[src/rtl/sdram_bram_port.sv]
// rtl/sdram_bram_port.sv - block-RAM responder for the SDRAM user-port handshake
// Serves write/read bursts from an on-chip word array, pacing acks with GAP idle cycles.
module sdram_bram_port #(
  parameter int AW  = 8,
  parameter int GAP = 2
) (
  input  logic        sys_clk,
  input  logic        sys_rst,
  input  logic        sdram_wr_req,
  input  logic        sdram_rd_req,
  input  logic [15:0] sdram_wr_addr,
  input  logic [15:0] sdram_rd_addr,
  input  logic [9:0]  sdram_wr_burst,
  input  logic [9:0]  sdram_rd_burst,
  input  logic [15:0] sdram_din,
  output logic        sdram_wr_ack,
  output logic        sdram_rd_ack,
  output logic [15:0] sdram_dout,
  output logic        busy,
  output logic        err_abort
);

  typedef enum logic [2:0] {
    S_IDLE,
    S_WR_CAP,
    S_RD_ADDR,
    S_ACK,
    S_GAP_WAIT,
    S_DONE
  } state_t;

  localparam logic [3:0] GAP_LAST = 4'(GAP - 1);

  state_t        r_state;
  logic          r_is_rd;
  logic [AW-1:0] r_start;
  logic [9:0]    r_last;
  logic [9:0]    r_cnt;
  logic [3:0]    r_gap;
  logic [15:0]   r_dout;
  logic          r_err_abort;
  logic [15:0]   r_mem [0:(2**AW)-1];

  state_t        w_next;
  state_t        w_word_state;
  logic [AW-1:0] w_addr;
  logic          w_req;
  logic          w_start_wr;
  logic          w_start_rd;
  logic          w_mem_we;
  logic          w_mem_re;
  logic          w_abort;
  logic          w_cnt_inc;
  logic          w_unused_addr;

  // Only the low AW address bits index the array; the rest are deliberately ignored.
  assign w_unused_addr = ^{sdram_wr_addr, sdram_rd_addr};

  assign w_addr       = r_start + AW'(r_cnt);
  assign w_req        = r_is_rd ? sdram_rd_req : sdram_wr_req;
  assign w_word_state = r_is_rd ? S_RD_ADDR : S_WR_CAP;

  always_comb begin
    w_next       = r_state;
    w_start_wr   = 1'b0;
    w_start_rd   = 1'b0;
    w_mem_we     = 1'b0;
    w_mem_re     = 1'b0;
    w_abort      = 1'b0;
    w_cnt_inc    = 1'b0;
    sdram_wr_ack = 1'b0;
    sdram_rd_ack = 1'b0;
    case (r_state)
      S_IDLE: begin
        if (sdram_wr_req) begin
          w_start_wr = 1'b1;
          w_next     = S_WR_CAP;
        end else if (sdram_rd_req) begin
          w_start_rd = 1'b1;
          w_next     = S_RD_ADDR;
        end
      end
      S_WR_CAP: begin
        if (!w_req) begin
          w_abort = 1'b1;
          w_next  = S_IDLE;
        end else begin
          w_mem_we = 1'b1;
          w_next   = S_ACK;
        end
      end
      S_RD_ADDR: begin
        if (!w_req) begin
          w_abort = 1'b1;
          w_next  = S_IDLE;
        end else begin
          w_mem_re = 1'b1;
          w_next   = S_ACK;
        end
      end
      S_ACK: begin
        sdram_wr_ack = !r_is_rd;
        sdram_rd_ack = r_is_rd;
        if (r_cnt == r_last) begin
          w_next = S_DONE;
        end else begin
          w_cnt_inc = 1'b1;
          w_next    = (GAP == 0) ? w_word_state : S_GAP_WAIT;
        end
      end
      S_GAP_WAIT: begin
        if (!w_req) begin
          w_abort = 1'b1;
          w_next  = S_IDLE;
        end else if (r_gap == GAP_LAST) begin
          w_next = w_word_state;
        end
      end
      S_DONE: begin
        // A still-held request must not start a new burst.
        if (!sdram_wr_req && !sdram_rd_req) w_next = S_IDLE;
      end
      default: w_next = S_IDLE;
    endcase
  end

  always_ff @(posedge sys_clk) begin
    if (sys_rst) begin
      r_state     <= S_IDLE;
      r_is_rd     <= 1'b0;
      r_start     <= '0;
      r_last      <= '0;
      r_cnt       <= '0;
      r_gap       <= '0;
      r_dout      <= '0;
      r_err_abort <= 1'b0;
    end else begin
      r_state     <= w_next;
      r_err_abort <= w_abort;
      r_gap       <= (r_state == S_GAP_WAIT) ? r_gap + 4'd1 : 4'd0;
      if (w_start_wr) begin
        r_is_rd <= 1'b0;
        r_start <= sdram_wr_addr[AW-1:0];
        r_last  <= (sdram_wr_burst == 10'd0) ? 10'd0 : sdram_wr_burst - 10'd1;
        r_cnt   <= '0;
      end else if (w_start_rd) begin
        r_is_rd <= 1'b1;
        r_start <= sdram_rd_addr[AW-1:0];
        r_last  <= (sdram_rd_burst == 10'd0) ? 10'd0 : sdram_rd_burst - 10'd1;
        r_cnt   <= '0;
      end else if (w_cnt_inc) begin
        r_cnt <= r_cnt + 10'd1;
      end
      if (w_mem_re) r_dout <= r_mem[w_addr];
    end
  end

  // Array is left out of reset so contents survive a mid-burst reset.
  always_ff @(posedge sys_clk) begin
    if (w_mem_we) r_mem[w_addr] <= sdram_din;
  end

  assign sdram_dout = r_dout;
  assign err_abort  = r_err_abort;
  assign busy       = (r_state != S_IDLE);

endmodule

[config.mk]
export PLATFORM = sky130hd
export DESIGN_NAME = sdram_bram_port
export DESIGN_NICKNAME = d
export VERILOG_FILES = /design/src/rtl/sdram_bram_port.sv
export SDC_FILE = /design/constraint.sdc
export NUM_CORES = 2
export LEC_CHECK = 0
export CAP_MARGIN = 10
export CORE_MARGIN = 2
export CORE_UTILIZATION = 25
export DETAILED_ROUTE_END_ITERATION = 16
export SLEW_MARGIN = 10
export SYNTH_ARGS = -nofsm -noshare
export SYNTH_HDL_FRONTEND = slang
export SYNTH_SLANG_ARGS = --single-unit
export TNS_END_PERCENT = 10
[constraint.sdc]
create_clock -name sys_clk -period 9.85 [get_ports sys_clk]
set_clock_uncertainty 0.2 [all_clocks]
set_input_delay 1.4775 -clock sys_clk [delete_from_list [all_inputs] [get_ports sys_clk]]
set_output_delay 1.4775 -clock sys_clk [all_outputs]
set_load 0.02 [all_outputs]
==> impl_metrics.tcl <==
set metrics [dict create \
    rsz0062_at_grt "false" \
    syn_area_sq_mm 0.161 \
    drt_wl_total_um 422000 \
    fin_ws_ns 3.79 \
    coreArea_sq_mm 0.644 \
    min_path_type "reg -> reg" \
    cts_root_buf "clkbuf_16" \
    die_w_um 807 \
    synth.distinct_cells 80 \
    syn_area_per_cell_sq_um 21.4 \
    ios 92 \
    cts_buffers 396 \
    design.die.area_sq_mm 0.652 \
    die_h_um 807 \
    dp_hpwl_um 245000 \
    r2r_setup_slack_ns 3.79 \
    drt_pass1_iterations 6 \
    drv_cap 0 \
    whs_path_depth 1 \
    vias_per_cell 4.65 \
    clockBufferDepth 4 \
    ys_seq_elements 4149 \
    first_global_vias 78082 \
    tns_ns 0 \
    num_vias 78610 \
    crit_path_end_kind "flip-flop" \
    antenna_found_initial 26 \
    clk_pin_slew_worst_paths_ns 0.06 \
    synthCells 7557 \
    synthTopCellsByArea "edfxtp_1 (76%), mux4_2 (15%), mux2i_1 (1.6%)" \
    remaining_drc_errors 0 \
    grt_pass1_wl_um 596000 \
    cts_tree "built" \
    clk_latency_ns 0.95 \
    async_reset_ff_share_pct 0 \
    timing.rr.start "r_cnt[0]" \
    fin_nets 8058 \
    crit_type "reg -> reg" \
    powerDensity_mw_per_mm2 211 \
    start_util_pct 25.1 \
    min_from "r_gap[0]" \
    drv_slew 0 \
    worstPathMaxFanout 91 \
    synth_most_common_cell "edfxtp_1" \
    cts_resized 0 \
    ant_nets 0 \
    period_needed_ns 6.06 \
    reg2regPathDepth 10 \
    synth_edf_count 4096 \
    synth_largest_area_cell "edfxtp_1" \
    synth.net_count 7644 \
    synth_common_cells "edfxtp_1 (4096), mux4_2 (1042), nand2_1 (459)" \
    hold_buffers 0 \
    p_leak_nw 57.0 \
    max_freq_ghz 0.165 \
    drt_iter0_markers 11202 \
    cts_sinks 4149 \
    numPortBuffers 75 \
    start_kind "flip-flop" \
    reg2reg_to "sdram_dout[12]" \
    htree_num_levels 5 \
    yosysWarnings 0 \
    hold_viol 0 \
    wl_per_cell_um 25.0 \
    drive_gt1_share_pct 25.4 \
    power.total_mw 39.4 \
    cp.arrival_ns 6.68 \
    place_congestion 0.808 \
    place_worst_setup_slack_ns 3.31 \
    relSlewSlack_pct 15.8 \
    worst_pin_slew_ns 1.26 \
    cts_setup_buffers 0 \
    period_share_pct 61.5 \
    status "completed" \
    grt_start_max_net_pins 190 \
    track_usage_pct 12.4 \
    fin_cells 16903 \
    finalSetupViolations 0 \
    whs_endpoint "r_gap[0]" \
    ys.flop_type "edfxtp_1" \
    syn2layout_area_growth_pct 15.8 \
    cp.required_ns 10.47 \
    grt_remaining_overflow 0 \
    rows 295 \
    dp.cells 16186 \
    synth_top_area_share_pct 76.2 \
    peakVddDrop_mv 0.152 \
    seq_area_frac_synth_pct 76.9 \
]
==> critical path, cell delays in order, from the launching register on <==
cell and delay, ns:
dfxtp_1 0.41, ha_4 0.23, fa_4 1.22, buf_12 0.50, buf_4 0.64, mux4_2 0.41
a211oi_1 0.64, a211o_1 0.20, a41oi_1 0.37, a41oi_1 0.68, a31oi_1 0.17
==> report_power, final <==
part	switching (mW)	leakage, nW	internal (mW)	total (mW)
Combinational	2.97	13.6	1.86	4.83
Sequential	0.0346	37.2	19.4	19.5
Clock	6.68	6.19	8.45	15.1
==> per-layer routing <==
layer | GRT usage [%] | share of wire [%] | routed length [um] | vias to the layer above
li1 | - | - | - | 32285
met1 | 17.6 | 42 | 178000 | 42474
met2 | 19.3 | 46 | 193000 | 3280
met3 | 2.71 | 9.2 | 38800 | 567
met4 | 3.39 | 2.8 | 11700 | 4
met5 | 0 | 0.0062 | 26 | -
==> cell families (layout without fill, tap and decap cells) <==
kind of cell / Yosys count / after routing / share of synthesized area [%]
buffers and inverters: 455 / 1184 / 1.44
other: 0 / 4 / 0
DFF: 4149 / 4149 / 76.9
muxes: 1337 / 1337 / 16.4
adders and majority gates: 15 / 15 / 0.121
and+or+nand+nor: 1188 / 1188 / 3.15
xor gates and xnor gates: 43 / 43 / 0.242
AOI/OAI and AO/OA: 370 / 370 / 1.76
==> flip-flops by register name, summed over array words and instances (netlist names) <==
name,count
r_mem,4096
r_last,10
r_is_rd,1
r_gap,4
sdram_dout,16
r_start,8
r_cnt,10
err_abort,1
r_state,3
==> per-stage QoR <==
stage / hold WS (ns) / cell area, sq um / utilization (%)
6_report: 0.276 / 187000 / 29.0
3_3_place_gp: 0.252 / 174000 / 27.0
2_1_floorplan: 0.233 / 161000 / -
5_1_grt: 0.323 / 187000 / 29.0
4_1_cts: 0.277 / 187000 / 29.0
3_5_place_dp: 0.263 / 174000 / 27.0
==> final cells by class <==
cell class	count	area [sq um]
fillers	62497	457000
flip-flops and latches	4149	124000
multi-input cells	2953	35300
well taps	8613	10800
clock buffers	485	10400
repair buffers	458	4000
clock inverters	228	2370
inverters	13	48.8
diodes	4	10.0
==> how the worst max path moves through the flow <==
stage,end,startpoint
after floorplan,r_mem[103][0],r_cnt[0]
after global placement,r_mem[128][8],sdram_rd_req
after detailed placement,r_mem[128][8],sdram_wr_req
after CTS,sdram_dout[8],r_cnt[0]
after global routing,sdram_dout[8],r_cnt[0]
final,sdram_dout[12],r_cnt[0]
==> cell usage in the layout, fill, tap and decap left out, drive strengths merged, types with 18 or more instances in the layout <==
master and instances:
clkbuf 485, a211oi 26, nor2 370, o22ai 26, o211ai 59, xor2 19, buf 400, a21oi 22
mux2i 264, mux2 31, and3 41, a31oi 32, clkinv 176, a32oi 34, o21ai 33, clkdlybuf4s50 58
nor3 18, bufinv 36, nand3 237, a211o 37, mux4 1042, dfxtp 53, edfxtp 4096, xnor2 23
nand2 462, inv 20
Power figures use the tool's default switching activity.
